`config.mk`:
```
export PLATFORM = sky130hd
export DESIGN_NAME = pipe_hazard_unit_flat
export DESIGN_NICKNAME = d
export VERILOG_FILES = /design/src/rtl/pipe_hazard_unit_if.sv /design/src/rtl/pipe_hazard_unit.sv /design/src/flat_wrapper.sv
export SDC_FILE = /design/constraint.sdc
export NUM_CORES = 1
export LEC_CHECK = 0
export ABC_AREA = 1
export CORE_MARGIN = 8
export CORE_UTILIZATION = 50
export CTS_BUF_LIST = sky130_fd_sc_hd__clkbuf_4 sky130_fd_sc_hd__clkbuf_8
export DETAILED_ROUTE_END_ITERATION = 8
export GPL_TIMING_DRIVEN = 0
export PLACE_DENSITY = 0.79
export REMOVE_ABC_BUFFERS = 1
export SLEW_MARGIN = 25
export SYNTH_ARGS = -nofsm -noshare
export SYNTH_HDL_FRONTEND = slang
export SYNTH_SLANG_ARGS = --single-unit
export TNS_END_PERCENT = 20
```
`constraint.sdc`:
```
create_clock -name clk -period 1.79 [get_ports clk]
set_input_delay 0.2685 -clock clk [delete_from_list [all_inputs] [get_ports clk]]
set_output_delay 0.2685 -clock clk [all_outputs]
set_load 0.02 [all_outputs]
```
`src/rtl/pipe_hazard_unit_if.sv`:
```
// ID-stage hazard bundle between the pipeline control and the hazard unit.
// The master drives the ID/EX status. The slave returns the PC and pipeline-register controls.
// Combinational path only; no storage lives in the interface.
interface pipe_hazard_unit_if #(
    parameter int AW = 5,
    parameter int SW = 2
);
    logic          id_valid;
    logic [AW-1:0] id_rs;
    logic [AW-1:0] id_rt;
    logic          id_use_rs;
    logic          id_use_rt;
    logic          id_wr_en;
    logic [AW-1:0] id_wr_addr;
    logic          id_is_load;
    logic          id_is_md;
    logic          id_uses_hilo;
    logic          ex_redirect;
    logic          mem_wait;
    logic          pc_write;
    logic          ifid_write;
    logic          ifid_flush;
    logic          idex_bubble;
    logic [SW-1:0] fwd_a;
    logic [SW-1:0] fwd_b;
    logic          md_busy;
    logic [31:0]   stall_cnt;

    modport master (
        output id_valid, id_rs, id_rt, id_use_rs, id_use_rt, id_wr_en, id_wr_addr,
               id_is_load, id_is_md, id_uses_hilo, ex_redirect, mem_wait,
        input  pc_write, ifid_write, ifid_flush, idex_bubble, fwd_a, fwd_b,
               md_busy, stall_cnt
    );

    modport slave (
        input  id_valid, id_rs, id_rt, id_use_rs, id_use_rt, id_wr_en, id_wr_addr,
               id_is_load, id_is_md, id_uses_hilo, ex_redirect, mem_wait,
        output pc_write, ifid_write, ifid_flush, idex_bubble, fwd_a, fwd_b,
               md_busy, stall_cnt
    );
endinterface

```
`src/rtl/pipe_hazard_unit.sv`:
```
// Hazard, forwarding and stall control for the 5-stage pipeline, built on a private destination scoreboard.
// Controls are combinational from the scoreboard and ID inputs. The scoreboard and counters update on each clock edge.
// Backpressure: mem_wait freezes everything except the MD countdown. A redirect overrides any hazard stall.
module pipe_hazard_unit #(
    parameter int AW       = 5,
    parameter int DEPTH    = 3,
    parameter int LOAD_LAT = 1,
    parameter int MD_LAT   = 4,
    parameter int SW       = $clog2(DEPTH + 1)
) (
    input logic              clk,
    input logic              rst,
    pipe_hazard_unit_if.slave hz
);
    localparam int MCW = $clog2(MD_LAT + 1);

    logic [DEPTH:1]  sb_v_q, sb_we_q, sb_ld_q;
    logic [AW-1:0]   sb_addr_q [1:DEPTH];
    logic [MCW-1:0]  md_cnt_q, md_cnt_d;
    logic [31:0]     stall_cnt_q;

    logic [SW-1:0]   fwd_a_c, fwd_b_c;
    logic            hit_a, hit_b, lu_a, lu_b;
    logic            md_busy_c, lu_stall, md_stall, hz_stall;
    logic            pc_write_c, ifid_write_c, ifid_flush_c, idex_bubble_c;

    // The youngest matching stage wins. Older matches cannot forward or stall once it is found.
    always_comb begin
        fwd_a_c = '0;
        fwd_b_c = '0;
        hit_a   = 1'b0;
        hit_b   = 1'b0;
        lu_a    = 1'b0;
        lu_b    = 1'b0;
        for (int k = 1; k <= DEPTH; k++) begin
            if (!hit_a && hz.id_use_rs && hz.id_rs != '0 && sb_v_q[k] && sb_we_q[k]
                && sb_addr_q[k] == hz.id_rs) begin
                hit_a   = 1'b1;
                fwd_a_c = SW'(k);
                lu_a    = sb_ld_q[k] && (k <= LOAD_LAT);
            end
            if (!hit_b && hz.id_use_rt && hz.id_rt != '0 && sb_v_q[k] && sb_we_q[k]
                && sb_addr_q[k] == hz.id_rt) begin
                hit_b   = 1'b1;
                fwd_b_c = SW'(k);
                lu_b    = sb_ld_q[k] && (k <= LOAD_LAT);
            end
        end
    end

    assign md_busy_c = (md_cnt_q != '0);
    assign lu_stall  = hz.id_valid && (lu_a || lu_b);
    assign md_stall  = hz.id_valid && md_busy_c && (hz.id_uses_hilo || hz.id_is_md);
    assign hz_stall  = (lu_stall || md_stall) && !hz.ex_redirect && !hz.mem_wait;

    always_comb begin
        pc_write_c    = 1'b1;
        ifid_write_c  = 1'b1;
        ifid_flush_c  = 1'b0;
        idex_bubble_c = 1'b0;
        if (hz.mem_wait) begin
            pc_write_c   = 1'b0;
            ifid_write_c = 1'b0;
        end else if (hz.ex_redirect) begin
            ifid_flush_c  = 1'b1;
            idex_bubble_c = 1'b1;
        end else if (hz_stall) begin
            pc_write_c    = 1'b0;
            ifid_write_c  = 1'b0;
            idex_bubble_c = 1'b1;
        end
    end

    // The MD countdown keeps running through mem_wait. Only a cleanly issued MD op reloads it.
    always_comb begin
        md_cnt_d = md_cnt_q;
        if (hz.id_valid && hz.id_is_md && !hz_stall && !hz.ex_redirect && !hz.mem_wait)
            md_cnt_d = MCW'(MD_LAT);
        else if (md_busy_c)
            md_cnt_d = md_cnt_q - MCW'(1);
    end

    always_ff @(posedge clk or negedge rst) begin
        if (!rst) begin
            sb_v_q      <= '0;
            sb_we_q     <= '0;
            sb_ld_q     <= '0;
            for (int k = 1; k <= DEPTH; k++) sb_addr_q[k] <= '0;
            md_cnt_q    <= '0;
            stall_cnt_q <= '0;
        end else begin
            md_cnt_q <= md_cnt_d;
            if (hz_stall) stall_cnt_q <= stall_cnt_q + 32'd1;
            if (!hz.mem_wait) begin
                for (int k = DEPTH; k >= 2; k--) begin
                    sb_v_q[k]    <= sb_v_q[k-1];
                    sb_we_q[k]   <= sb_we_q[k-1];
                    sb_ld_q[k]   <= sb_ld_q[k-1];
                    sb_addr_q[k] <= sb_addr_q[k-1];
                end
                sb_v_q[1]    <= hz.id_valid   && !idex_bubble_c;
                sb_we_q[1]   <= hz.id_wr_en   && !idex_bubble_c;
                sb_ld_q[1]   <= hz.id_is_load && !idex_bubble_c;
                sb_addr_q[1] <= idex_bubble_c ? '0 : hz.id_wr_addr;
            end
        end
    end

    assign hz.pc_write    = pc_write_c;
    assign hz.ifid_write  = ifid_write_c;
    assign hz.ifid_flush  = ifid_flush_c;
    assign hz.idex_bubble = idex_bubble_c;
    assign hz.fwd_a       = fwd_a_c;
    assign hz.fwd_b       = fwd_b_c;
    assign hz.md_busy     = md_busy_c;
    assign hz.stall_cnt   = stall_cnt_q;
endmodule
```
`src/flat_wrapper.sv`:
```
// flat-port wrapper written by rule: the top's interface ports become plain ports
module pipe_hazard_unit_flat 
#(
    parameter int AW       = 5,
    parameter int DEPTH    = 3,
    parameter int LOAD_LAT = 1,
    parameter int MD_LAT   = 4,
    parameter int SW       = $clog2(DEPTH + 1)
)
  (clk, rst, hz_id_valid, hz_id_rs, hz_id_rt, hz_id_use_rs, hz_id_use_rt, hz_id_wr_en, hz_id_wr_addr, hz_id_is_load, hz_id_is_md, hz_id_uses_hilo, hz_ex_redirect, hz_mem_wait, hz_pc_write, hz_ifid_write, hz_ifid_flush, hz_idex_bubble, hz_fwd_a, hz_fwd_b, hz_md_busy, hz_stall_cnt);
  pipe_hazard_unit_if #(.AW(AW), .SW(SW)) hz_i ();
  input logic clk;
  input logic rst;
  input wire logic [$bits(hz_i.id_valid)-1:0] hz_id_valid;
  input wire logic [$bits(hz_i.id_rs)-1:0] hz_id_rs;
  input wire logic [$bits(hz_i.id_rt)-1:0] hz_id_rt;
  input wire logic [$bits(hz_i.id_use_rs)-1:0] hz_id_use_rs;
  input wire logic [$bits(hz_i.id_use_rt)-1:0] hz_id_use_rt;
  input wire logic [$bits(hz_i.id_wr_en)-1:0] hz_id_wr_en;
  input wire logic [$bits(hz_i.id_wr_addr)-1:0] hz_id_wr_addr;
  input wire logic [$bits(hz_i.id_is_load)-1:0] hz_id_is_load;
  input wire logic [$bits(hz_i.id_is_md)-1:0] hz_id_is_md;
  input wire logic [$bits(hz_i.id_uses_hilo)-1:0] hz_id_uses_hilo;
  input wire logic [$bits(hz_i.ex_redirect)-1:0] hz_ex_redirect;
  input wire logic [$bits(hz_i.mem_wait)-1:0] hz_mem_wait;
  output wire logic [$bits(hz_i.pc_write)-1:0] hz_pc_write;
  output wire logic [$bits(hz_i.ifid_write)-1:0] hz_ifid_write;
  output wire logic [$bits(hz_i.ifid_flush)-1:0] hz_ifid_flush;
  output wire logic [$bits(hz_i.idex_bubble)-1:0] hz_idex_bubble;
  output wire logic [$bits(hz_i.fwd_a)-1:0] hz_fwd_a;
  output wire logic [$bits(hz_i.fwd_b)-1:0] hz_fwd_b;
  output wire logic [$bits(hz_i.md_busy)-1:0] hz_md_busy;
  output wire logic [$bits(hz_i.stall_cnt)-1:0] hz_stall_cnt;
  assign hz_i.id_valid = hz_id_valid;
  assign hz_i.id_rs = hz_id_rs;
  assign hz_i.id_rt = hz_id_rt;
  assign hz_i.id_use_rs = hz_id_use_rs;
  assign hz_i.id_use_rt = hz_id_use_rt;
  assign hz_i.id_wr_en = hz_id_wr_en;
  assign hz_i.id_wr_addr = hz_id_wr_addr;
  assign hz_i.id_is_load = hz_id_is_load;
  assign hz_i.id_is_md = hz_id_is_md;
  assign hz_i.id_uses_hilo = hz_id_uses_hilo;
  assign hz_i.ex_redirect = hz_ex_redirect;
  assign hz_i.mem_wait = hz_mem_wait;
  assign hz_pc_write = hz_i.pc_write;
  assign hz_ifid_write = hz_i.ifid_write;
  assign hz_ifid_flush = hz_i.ifid_flush;
  assign hz_idex_bubble = hz_i.idex_bubble;
  assign hz_fwd_a = hz_i.fwd_a;
  assign hz_fwd_b = hz_i.fwd_b;
  assign hz_md_busy = hz_i.md_busy;
  assign hz_stall_cnt = hz_i.stall_cnt;
  pipe_hazard_unit #(.AW(AW), .DEPTH(DEPTH), .LOAD_LAT(LOAD_LAT), .MD_LAT(MD_LAT), .SW(SW)) u_core (.clk(clk), .rst(rst), .hz(hz_i));
endmodule
```
==> results.py <==
metrics = {
    "clock_tree": {
        "cts_max_level": 3,
        "clock_sink_count": 57,
        "path_clk_slew_ns": 0.07,
        "clock_path_buffers": 2,
        "total_cts_buffers": 9,
        "clock_tree_from_tritoncts": "built",
        "clk_latency_ns": 0.35,
        "clockRootBuffer": "clkbuf_8",
    },
    "power_and_ir_drop": {
        "leakage_nw": 2.39,
        "powerDensity_nw_per_um2": 841,
        "power.ir.vdd_worst_v": 0.000822,
    },
    "yosys": {
        "gate_count_of_the_mapped_netlist": 552,
        "yosys_most_used_dff": "dfrtp_1",
        "synth.cell_area_um2": 3870,
        "post-synth-top-area-cell": "dfrtp_1",
        "yosys.cell_count.top_type": "nand2_1",
        "synth.ff_latch_count": 57,
        "synth_edf_count": 0,
        "ys.warnings.count": 0,
        "avg_cell_area_syn_um2": 7.01,
        "async_flop_share_pct": 100,
        "ys_types": 35,
        "synthTopCellsByArea": "dfrtp_1 37%, nand2_1 18%, inv_1 5.4%",
        "synth_seq_area_share_pct": 36.8,
        "ys_top_cells_by_count": "186 x nand2_1, 57 x dfrtp_1, 56 x inv_1, 56 x nor2_1, 42 x nand3_1",
        "yosys.area.top_type_share_pct": 36.8,
    },
    "placed_design": {
        "gp_congestion": 0.902,
        "place.detailed.hpwl_um": 8100,
        "placement.io_buffers": 66,
        "place_worst_setup_slack_ns": -2.38,
    },
    "detailed_routing": {
        "initialDrtViolationCount": 192,
        "finalWirelength_um": 12600,
        "overall_via_count_from_detail_route": 4095,
        "antenna_violating_nets_post_route": 0,
        "drt_drc_violations_left": 0,
        "wire_per_inst_um": 16.8,
        "drt-vias-per-instance": 5.48,
        "drt_pass1_iterations": 5,
    },
    "job": {
        "timing.max_cap.violations": 0,
    },
    "die": {
        "die-height_um": 104,
        "die_w_um": 104,
        "initial_core_utilization_pct": 50.9,
        "core_region_area_um2": 7610,
        "rows": 32,
        "num_io_pins": 67,
        "design.die.area_um2": 10800,
    },
    "cells_and_area": {
        "finish.utilization_pct": 67.2,
        "layout-drive-gt1-share_pct": 16.7,
        "final.fill_count": 671,
        "nNetsFinal": 669,
        "synth_to_final_area_change_pct": 32.0,
        "antenna-diode-count": 0,
    },
    "timing": {
        "whs_ns": 0.279,
        "finalWorstSetupSlack_ns": -0.285,
        "setup_viol_count_final": 44,
        "rsz0062_at_grt": "true",
        "setup_total_negative_slack_ns": -6.92,
        "layout_min_cycle_time_ns": 2.07,
        "max_freq_ghz": 0.482,
        "timing.final.hold_violations": 0,
        "max_slew.worst_pin.slew_ns": 0.817,
        "layout_worst_path_cycle_share_pct": 116,
        "clock_skew_ns": 0.00921,
        "report.final.slew_viol_count": 0,
        "max-slew-margin-rel_pct": 45.5,
    },
    "global_routing": {
        "grt_util_met3_pct": 4.96,
        "grtUsageMet2_pct": 39.3,
        "globalRoute.totalOverflow": 0,
        "grt_first_pass_wirelength_um": 20400,
        "vias_in_the_first_global_route": 4082,
        "antenna_violations_before_repair": 0,
        "grt_start_max_net_pins": 53,
        "globalRouteMet1Util_pct": 26.9,
        "grt.busiest_layer": "met2",
        "grt_util_all_layers_pct": 22.9,
    },
    "worst_setup_path": {
        "crit_path_frequent_cell": "nand3_4",
        "slowest_stage": "dfrtp_1",
        "r2r.worst_path.cells": 12,
        "cp-end-kind": "output pin",
        "critical_path.cell_chain": "inv_2 > nand2_2 > nand3_4 > nor2_4 > nand4_1 > nand3_4 > nand2_8 > nand2_4 > buf_6",
        "crit-reg2reg-launch": "u_core.sb_addr_q[10]$_DFFE_PN0N_",
        "worst_ep_arrival_time_ns": 1.81,
        "critical_path.reg2reg.endpoint": "u_core.hz.stall_cnt[12]$_DFFE_PN0P_",
        "worstSetupPathType": "reg -> out",
        "critPathLaunch": "u_core.sb_addr_q[10]$_DFFE_PN0N_",
        "cp-endpoint": "hz_idex_bubble",
        "critical_path.startpoint_type": "flop",
        "max_stage_delay_ns": 0.43,
        "regToRegSetupSlack_ns": -0.23,
        "critPathBufInv": 2,
        "timing.critical_path.fanout_max": 4,
        "path_depth": 9,
        "crit_path_leading_delay_family": "simple AND/OR/NAND/NOR gates",
        "worst_ep_required_time_ns": 1.52,
    },
    "worst_hold_path": {
        "hold_path_class": "in -> async",
    },
    "status": {
        "outcome": "complete, but fails checks",
        "violations": "setup timing",
    },
}
## logic make-up (layout without fill, tap and decap cells)
group / after synthesis / in the layout / synth area share (%)
xor gates and xnor gates: 32 / 32 / 7.24
buffers and inverters: 81 / 168 / 10.1
AOI/OAI and AO/OA: 46 / 46 / 7.11
and+or+nand+nor: 333 / 339 / 37.8
DFF: 57 / 57 / 36.8
adders and majority gates: 3 / 3 / 0.970
## state kept, by name, indices dropped and copies added (netlist names)
name	cells
u_core.hz.stall_cnt	32
u_core.md_cnt_q	3
u_core.sb_addr_q	15
u_core.sb_ld_q	1
u_core.sb_v_q	3
u_core.sb_we_q	3
## worst min-delay path by stage
stage	start	slack [ns]	cells after the start	end
after global placement	u_core.sb_we_q[3]$_DFFE_PN0N_	0.46	2	u_core.sb_we_q[3]$_DFFE_PN0N_
after global routing	rst	0.29	2	u_core.md_cnt_q[1]$_DFFE_PN0P_
after floorplan	rst	-0.03	0	u_core.hz.stall_cnt[0]$_DFFE_PN0P_
final	rst	0.28	2	u_core.sb_we_q[3]$_DFFE_PN0N_
after detailed placement	rst	0.10	1	u_core.sb_we_q[3]$_DFFE_PN0N_
after CTS	rst	0.28	2	u_core.sb_v_q[3]$_DFFE_PN0N_
## report_power, final
group / leakage [nW] / internal [W] / switching (W)
Sequential: 0.759 / 0.00143 / 0.000154
Clock: 0.109 / 0.000791 / 0.000541
Combinational: 1.52 / 0.000551 / 0.000830
## metal layers
layer	routed length, um	vias up
li1	-	1944
met2	6310	156
met1	5100	1955
met5	0	-
met4	437	0
met3	736	40
## area by class of cell
cell class | count | area, um^2 | share of cell area [%]
multi-input cells | 420 | 2250 | 44.0
flip-flops and latches | 57 | 1430 | 28.0
repair buffers | 88 | 848 | 16.6
inverters | 64 | 243 | 4.75
clock buffers | 10 | 131 | 2.57
well taps | 102 | 128 | 2.50
clock inverters | 6 | 82.6 | 1.62
## cell usage in the layout (no fill, tap or decap), drive strengths merged, types with 7 or more instances in the layout
| cell | count |
|---|---|
| o21ai | 20 |
| dlygate4sd2 | 10 |
| xor2 | 24 |
| clkbuf | 11 |
| clkdlybuf4s50 | 45 |
| nor3 | 23 |
| nand2 | 193 |
| inv | 63 |
| nand4 | 7 |
| o22ai | 12 |
| nor2 | 59 |
| a21oi | 10 |
| dfrtp | 57 |
| xnor2 | 8 |
| nand3 | 52 |
| buf | 30 |
## per-stage QoR
step | cell area, um^2 | power, W | std cells
after floorplan | 3720 | 0.00223 | 535
after global placement | 4510 | 0.00260 | 703
after detailed placement | 4540 | 0.00265 | 704
after CTS | 4960 | 0.00416 | 738
after global routing | 5110 | 0.00451 | 747
final | 5110 | 0.00430 | 747
## timing repair
| action | in CTS | in global routing |
|---|---|---|
| buffers inserted | 14 | 7 |
| endpoints found under the hold margin | 28 | 0 |
| endpoints found under the setup margin | 52 | 48 |
| gates resized for setup | 75 | 23 |
| hold buffers | 1 | 0 |
| pin swaps | 9 | 12 |
| cloned | 4 | 2 |
(Power assumes the default switching activity.)
